## config.mk

```make
export PLATFORM = sky130hd
export DESIGN_NAME = rom_responder
export DESIGN_NICKNAME = d
export VERILOG_FILES = /design/src/rtl/rom_responder.sv
export SDC_FILE = /design/constraint.sdc
export NUM_CORES = 1
export LEC_CHECK = 0
export CAP_MARGIN = 20
export CORE_ASPECT_RATIO = 1.5
export CORE_UTILIZATION = 25
export DETAILED_ROUTE_END_ITERATION = 16
export PLACE_DENSITY = 0.58
export SLEW_MARGIN = 30
export SYNTH_ARGS = -nofsm -noshare
export SYNTH_HDL_FRONTEND = slang
export SYNTH_SLANG_ARGS = --single-unit
```

## constraint.sdc

```tcl
create_clock -name sysclk -period 1.3 [get_ports sysclk]
set_input_delay 0.195 -clock sysclk [delete_from_list [all_inputs] [get_ports sysclk]]
set_output_delay 0.195 -clock sysclk [all_outputs]
set_load 0.01 [all_outputs]
```

## src/rtl/rom_responder.sv

```systemverilog
// rom_responder: ROM-side bus responder for a 4-bit multiplexed bus.
//
// The initiator's two-phase clock (clk1/clk2) is oversampled on sysclk.
// Every falling edge of clk2 ends one subcycle. Eight subcycles form a
// machine cycle:
//   A1 A2 A3 M1 M2 X1 X2 X3
// sync marks X3 and keeps the subcycle tracker aligned to the initiator.
// The address nibbles are captured in A1 and A2. Chip selection happens
// in A3. While selected, the addressed byte is driven back on the bus:
// the high nibble (OPR) in M1 and the low nibble (OPA) in M2.
//
// Ports
//   sysclk    in   system clock; all state changes on its rising edge
//   reset_n   in   synchronous, active-low reset
//   clk1      in   phase-1 enable (accepted for compatibility, unused)
//   clk2      in   phase-2 enable; its falling edge is the subcycle tick
//   sync      in   machine-cycle sync, high during X3
//   cm_rom    in   ROM command line, only meaningful in A3
//   data_in   in   [3:0] bus nibble from the initiator
//   data_out  out  [3:0] nibble driven onto the bus, 0 when not driving
//   data_oe   out  bus drive enable
//   rom_addr  out  [7:0] byte address to the ROM array
//   rom_data  in   [7:0] array read data, valid one sysclk after rom_addr
//   locked    out  subcycle tracker is aligned to sync
//   sync_err  out  one-sysclk pulse on a misplaced or missing sync
module rom_responder #(
  parameter logic [3:0] CHIP_ID = 4'h0
) (
  input  logic       sysclk,
  input  logic       reset_n,
  input  logic       clk1,
  input  logic       clk2,
  input  logic       sync,
  input  logic       cm_rom,
  input  logic [3:0] data_in,
  output logic [3:0] data_out,
  output logic       data_oe,
  output logic [7:0] rom_addr,
  input  logic [7:0] rom_data,
  output logic       locked,
  output logic       sync_err
);

  typedef enum logic [2:0] {
    A1 = 3'd0,
    A2 = 3'd1,
    A3 = 3'd2,
    M1 = 3'd3,
    M2 = 3'd4,
    X1 = 3'd5,
    X2 = 3'd6,
    X3 = 3'd7
  } subcycle_t;

  subcycle_t  counter_reg;
  logic       clk2_reg;
  logic       locked_reg;
  logic       selected_reg;
  logic       sync_err_reg;
  logic       data_oe_reg;
  logic [3:0] data_out_reg;
  logic [3:0] addr_lo_reg;
  logic [7:0] rom_addr_reg;    // [7:4] is the A2 nibble, [3:0] the A1 nibble
  logic       cap_pending_reg; // set for one sysclk after the A3 tick
  logic [7:0] word_reg;        // OPR/OPA byte for the current cycle

  logic       tick;
  logic       in_mem_phase;
  logic       drive_next;
  logic [7:0] word_next;
  logic       unused_inputs;

  // clk1 carries no information that clk2 does not already supply.
  assign unused_inputs = clk1;

  assign tick         = clk2_reg & ~clk2;
  assign in_mem_phase = (counter_reg == M1) || (counter_reg == M2);

  // A sync arriving on this tick restarts the cycle. That sync cuts off
  // the drive on the same edge instead of one sysclk later.
  assign drive_next = selected_reg & in_mem_phase & ~(tick & sync);

  // The byte is captured on the same edge that first drives it. Bypass
  // the capture register so M1 starts with the fresh byte.
  assign word_next = cap_pending_reg ? rom_data : word_reg;

  always_ff @(posedge sysclk) begin
    if (!reset_n) begin
      counter_reg     <= X3;
      clk2_reg        <= 1'b0;
      locked_reg      <= 1'b0;
      selected_reg    <= 1'b0;
      sync_err_reg    <= 1'b0;
      data_oe_reg     <= 1'b0;
      data_out_reg    <= 4'h0;
      addr_lo_reg     <= 4'h0;
      rom_addr_reg    <= 8'h00;
      cap_pending_reg <= 1'b0;
      word_reg        <= 8'h00;
    end else begin
      clk2_reg        <= clk2;
      sync_err_reg    <= 1'b0;
      cap_pending_reg <= 1'b0;
      if (cap_pending_reg) begin
        word_reg <= rom_data;
      end

      data_oe_reg <= drive_next;
      if (drive_next) begin
        data_out_reg <= (counter_reg == M1) ? word_next[7:4] : word_next[3:0];
      end else begin
        data_out_reg <= 4'h0;
      end

      if (tick) begin
        // Address capture follows the subcycle that is ending.
        if (counter_reg == A1) begin
          addr_lo_reg <= data_in;
        end
        if (counter_reg == A2) begin
          rom_addr_reg <= {data_in, addr_lo_reg};
        end

        if (sync) begin
          // A sync anywhere except the end of X3 means the tracker was
          // misaligned. Report the error only if lock was already held.
          counter_reg  <= A1;
          locked_reg   <= 1'b1;
          selected_reg <= 1'b0;
          if ((counter_reg != X3) && locked_reg) begin
            sync_err_reg <= 1'b1;
          end
        end else begin
          counter_reg <= subcycle_t'(counter_reg + 3'd1);
          if (counter_reg == A3) begin
            selected_reg    <= locked_reg & cm_rom & (data_in == CHIP_ID);
            cap_pending_reg <= 1'b1;
          end
          if (counter_reg == X3) begin
            // X3 ended without sync, so the tracker has lost alignment.
            locked_reg   <= 1'b0;
            selected_reg <= 1'b0;
            sync_err_reg <= locked_reg;
          end
        end
      end
    end
  end

  assign data_out = data_out_reg;
  assign data_oe  = data_oe_reg;
  assign rom_addr = rom_addr_reg;
  assign locked   = locked_reg;
  assign sync_err = sync_err_reg;

endmodule
```

==> results of run 1 <==
==> metrics by stage <==
step | utilization (%) | hold WS, ns
finish | 37.82 | 0.4640
floorplan | - | 0.3167
CTS | 36.86 | 0.4617
detailed placement | 35.16 | 0.4503
global placement | 35.16 | 0.4448
global route | 37.82 | 0.4965
==> where the power goes <==
group | internal [mW] | switching [mW]
logic | 0.121 | 0.0822
clock network | 0.420 | 0.347
registers | 1.02 | 0.0100
==> per-layer routing <==
layer	routed length (um)	share of wire, %	track usage, %	vias up
li1	-	-	-	561
met5	0	0	0	-
met2	1433	49	18.00	30
met3	157	5.4	4.106	6
met4	48	1.7	4.545	0
met1	1256	43	11.80	497
==> layout make-up <==
cell class                 count  area, um^2
clock buffer                   7       86.33
timing repair buffer          52       469.2
inverter                       6       22.52
tap                           70       87.58
fill                         567        3415
sequential                    33       670.6
multi-input combinational     87       740.7
==> Yosys cell counts <==
master     number  area, um^2
nand2b_1        2       12.51
mux2_2          1       11.26
nand3b_1        1       7.510
nand4_1         2       12.51
mux4_2          2       45.04
xnor2_1         1       8.760
o311ai_0        2       17.52
inv_1           6       22.52
nor3_1          1       5.000
ha_1            6       75.07
buf_6           4       45.04
nor3b_4         1       18.77
nand4bb_1       1       11.26
nand3_1         8       40.04
buf_2           2       10.01
clkbuf_1        4       15.01
nor2_1          2       7.510
mux4_1          2       52.55
nor2b_4         1       13.76
a21boi_0        1       7.510
nor4_1          2       12.51
nand2_1        14       52.55
nor3b_1         1       7.510
a21oi_1         1       5.000
o21ai_0         9       45.04
nor2b_1        11       68.82
dfxtp_1        33       660.6
and2_1          1       6.260
mux2i_1        14       140.1
==> worst max-delay path, delay by kind of cell, from the launching register on <==
kind	cells	cell delay, ns
flip-flops	1	0.36
buffers and inverters	3	0.32
multiplexers	1	0.18
AND/OR/NAND/NOR	1	0.17
adder cells (fa/ha/maj)	1	0.14
==> logic make-up after synthesis <==
family / count (synthesis)
AOI/OAI and AO/OA: 13
xor gates and xnor gates: 1
adders and majority gates: 6
buffers and inverters: 16
DFF: 33
muxes: 19
and+or+nand+nor: 48
==> what timing repair did <==
action	CTS	global route
resized for setup	20	14
pin swaps	0	0
buffers inserted	1	0
endpoints found under the setup margin	25	13
==> final timing paths <==
path	from	endpoint	slack [ns]	cells past startpoint
worst max-delay path	counter_reg[0]	addr_lo_reg[2]	0.05	6
worst min-delay path	selected_reg	selected_reg	0.46	2
worst max register to register	counter_reg[0]	addr_lo_reg[2]	0.05	6
worst min register to register	selected_reg	selected_reg	0.46	2
==> results.md, run 1 <==
- Critical-path top delay cell: dfxtp_4
- Leak pwr: 0.8537 nW
- Hold/Removal Path Class: flip-flop to flip-flop
- Rows: 33
- Critical Path, Cell by Cell: inv_2 -> ha_4 -> buf_4 -> nor3b_4 -> buf_6 -> mux2i_1
- Via count: 1094
- Status: completed
- Kind of critical path: flip-flop to flip-flop
- Fin area: 2077 um^2
- Max Cap Violations: 0
- Worst VDD drop: 0.4799 mV
- ANT nets after route: 0
- Global route total overflow: 0
- Routed vias/inst: 4.290
- Antenna violations before repair: 0
- Initial core utilization: 26.18%
- Root Buffer: clkbuf_8
- Drt first pass iters: 3
- Layout Cells excl Fill: 255
- Hold_buf cts: 0
- Drt drc: 0
- Synth Area in Simple Gates: 19.23%
- DR iter-0 viols: 21
- GRT Total Usage: 10.65%
- Most frequent cells in the layout: dfxtp_1 (29), buf_4 (18), clkdlybuf4s50_1 (16)
- Core ar.: 5492 um^2
- Gpl congestion: 0.6755
- CTS tree: done
- Post-layout net count: 209
- Layout cell share with drive strength beyond 1: 23.24%
- Inst Count DP: 247
- Cts bufs inserted: 5
- Final Slew Violations: 0
- Mapped Cells: 136
- Synth Area in XOR/XNOR: 0.6092%
- Tmin final: 1.252 ns
- # IOs: 33
- Final Skew: 0.005935 ns
- Largest net degree at the start of global routing: 17
- Final Hold Viols: 0
- Most common cell after layout, fill and taps aside: dfxtp_1
- H-tree levels: 2
- Area growth syn-to-layout: 44.47%
- Diode count: 0
- Drt total wl: 2896 um
- Post-DP HPWL: 2141 um
- PortBufs: 31
- First-pass GRT wire length: 4830 um
- Vias in the first global route: 1078
- Main combinational cell family by area after synthesis: simple AND/OR/NAND/NOR gates
- Longest Clk Path Bufs: 2
- Worst slew margin: 81.71%
- Startpoint Class: flip-flop
- Cell Pwr Density: 962.1 nW/um^2
- Post-Synthesis Cell Area: 1438 um^2
- Die area: 6064 um^2
- Placed Area: 1931 um^2
- WL/cell: 11.36 um
- Clock Pin Slew Worst Setup and Hold Paths: 0.07 ns
- Max incr delay on CP: 0.36 ns
- Total power: 1.998 mW
- Syn_nets: 160
- Synthesized flop and latch total: 33
- Skew-Pair Late Insertion Delay: 0.28 ns
- Slew @ Worst Pin: 0.2735 ns
- Number of setup violations in the final report: 0
- Crit Path Max Fanout: 4
- Synth Area in Adders: 5.222%
- Final setup margin: 0.04842 ns
- Synth Area in Compound Gates: 5.222%
- Synth warn: 0
- Worst EP required: 1.51 ns
- Register area share after synthesis: 45.95%
- Worst EP arrival: 1.46 ns
- CTS sink cnt: 33
- Unique masters post-synth: 29
- Avg Inst Size Synth: 10.57 um^2
- Die Width: 63.92 um
- Die H: 94.88 um
- Post-synthesis mux area share: 17.32%
- Setup TNS: 0 ns
- Setup crit end kind: flip-flop
- Fmax: 799.0 MHz
- Tcrit/Tclk final: 96.28%
- Pre-CTS setup slack: -0.2263 ns
Note: power is estimated with default switching activity, not from simulation.
==> inputs of run 2 (changes only) <==
- ABC_CLOCK_PERIOD_IN_PS: not set -> 1300
- CORE_ASPECT_RATIO: 1.5 -> 1.1
==> run 2 against run 1 <==
Clock skew down 0.0010 ns. Critical path depth fell by 2. Sequential share of layout area decreased by 0.31 points. Global-route usage rose by 0.20 points. Flip-flop and latch count stayed put. Die area barely moved. Critical endpoint is now data_out[2]. Largest power group unchanged.
==> results.md, run 2 (synthesis results as in run 1) <==
- RSZ-0062 raised after global routing: true
- CTS tree: done
- Root Buffer: clkbuf_8
- # IOs: 33
- Status: completed
- Via count: 1084
- Hold/Removal Path Class: flip-flop to flip-flop
- Fin area: 2093 um^2
- Layout cell share with drive strength beyond 1: 23.24%
- Worst reg2reg path depth: 4
- ANT nets after route: 0
- Most frequent cells in the layout: dfxtp_1 (30), buf_4 (17), clkdlybuf4s50_1 (16)
- Internal Power: 1.562 mW
- Drt total wl: 2897 um
- R2R setup slack: 0.04 ns
- Gpl congestion: 0.7538
- Reg2reg end: data_out[2]
- Longest Clk Path Bufs: 2
- Skew-Pair Late Insertion Delay: 0.28 ns
- PortBufs: 31
- Worst EP required: 1.47 ns
- Post-layout util: 38.30%
- Crit Path Max Fanout: 4
- Hold_buf cts: 0
- Fmax: 793.2 MHz
- Area growth syn-to-layout: 45.61%
- Most common cell after layout, fill and taps aside: dfxtp_1
- Max incr delay on CP: 0.39 ns
- DR iter-0 viols: 35
- Switch share: 21.84%
- Routed vias/inst: 4.169
- Antenna violations before repair: 0
- Final setup margin: 0.03932 ns
- Clock Pin Slew Worst Setup and Hold Paths: 0.07 ns
- Max Cap Violations: 0
- Post-CTS Setup Bufs: 0
- Die area: 6058 um^2
- Cell Pwr Density: 954.5 nW/um^2
- Critical Path, Cell by Cell: ha_4 -> ha_4 -> mux4_2 -> nor2b_4
- Hold Path End: selected_reg
- Fillers: 562
- Tmin final: 1.261 ns
- Cts bufs inserted: 5
- Most Frequent Cell on Critical Path: ha_4
- Largest net degree at the start of global routing: 17
- WL/cell: 11.14 um
- Post-DP HPWL: 2145 um
- GRT Total Usage: 10.86%
- Global route total overflow: 0
- Pre-CTS setup slack: -0.2635 ns
- Die H: 81.54 um
- Drt first pass iters: 4
- Gate power share: 10.2%
- H-tree levels: 2
- Total power: 1.998 mW
- Hold Crit Depth: 2
- Crit. Startpoint: counter_reg[0]
- Core ar.: 5465 um^2
- Final Slew Violations: 0
- NetSw: 0.4363 mW
- Critical-path top delay cell: dfxtp_4
- First-pass GRT wire length: 4836 um
- Post-layout net count: 209
- Drt drc: 0
- Number of setup violations in the final report: 0
- Layout Cells excl Fill: 260
- Worst EP arrival: 1.44 ns
- Worst hold start: selected_reg
- Setup crit end kind: flip-flop
- Leak pwr: 0.8567 nW
- Placed Area: 1944 um^2
- Flop pwr share: 51.6%
- Reg2reg start: counter_reg[0]
- Kind of critical path: flip-flop to flip-flop
- Rows: 28
- Final Skew: 0.004888 ns
- Slew @ Worst Pin: 0.3062 ns
- Clock power frac: 38.2%
- Vias in the first global route: 1033
- Tcrit/Tclk final: 96.98%
- Worst VDD drop: 0.3822 mV
- Startpoint Class: flip-flop
- Initial core utilization: 26.30%
- Inst Count DP: 253
- Die Width: 74.31 um
- Worst slew margin: 79.56%
- Final Hold Viols: 0
- Diode count: 0
- CTS sink cnt: 33
-- run 2: cell counts in the layout (fill, tap and decap cells not counted) --
Identical to the previous run, type by type.
-- run 2: repair_timing --
item	4_1_cts	5_1_grt
resized for setup	24	12
endpoints found under the setup margin	22	10
pin swaps	1	2
-- run 2: power groups by stage --
stage	clock, mW	sequential, mW	combinational [mW]
after floorplan	0	1.05	0.0824
after global placement	0	1.05	0.187
after detailed placement	0	1.05	0.186
after CTS	0.794	1.03	0.199
after global routing	0.854	1.03	0.223
final	0.763	1.03	0.204
-- run 2: critical path, delay by kind of cell, from the launching register on --
family | cells | cell delay [ns]
AND/OR/NAND/NOR | 1 | 0.13
multiplexers | 1 | 0.29
flip-flops | 1 | 0.39
adder cells (fa/ha/maj) | 2 | 0.33
-- run 2: area by class of cell --
type | instances | area [um^2] | area share (%)
well taps | 75 | 93.84 | 4.483
clock buffers | 7 | 86.33 | 4.124
flip-flops and latches | 33 | 669.4 | 31.98
inverters | 6 | 27.53 | 1.315
repair buffers | 52 | 473.0 | 22.59
multi-input cells | 87 | 743.2 | 35.51
-- run 2: layer usage --
layer / vias to the layer above / wire (um) / GRT usage [%]
li1: 568 / - / -
met3: 5 / 170 / 3.313
met2: 31 / 1290 / 16.91
met4: 0 / 59 / 6.792
met1: 480 / 1377 / 12.97
met5: - / 0 / 0
-- run 2: worst max path at each step --
stage | endpoint | slack, ns | depth (start not counted)
5_1_grt | addr_lo_reg[0] | -0.03 | 5
3_3_place_gp | addr_lo_reg[0] | -0.25 | 4
4_1_cts | data_out[2] | -0.02 | 4
6_report | data_out[2] | 0.04 | 4
3_5_place_dp | addr_lo_reg[0] | -0.26 | 4
2_1_floorplan | data_out[2] | 0.006 | 4
-- run 2: metrics by stage --
stage	hold slack, ns	setup TNS (ns)
floorplan	0.3167	0
global placement	0.4514	-2.455
detailed placement	0.4569	-2.750
CTS	0.4658	-0.02246
global route	0.4949	-0.08943
finish	0.4640	0
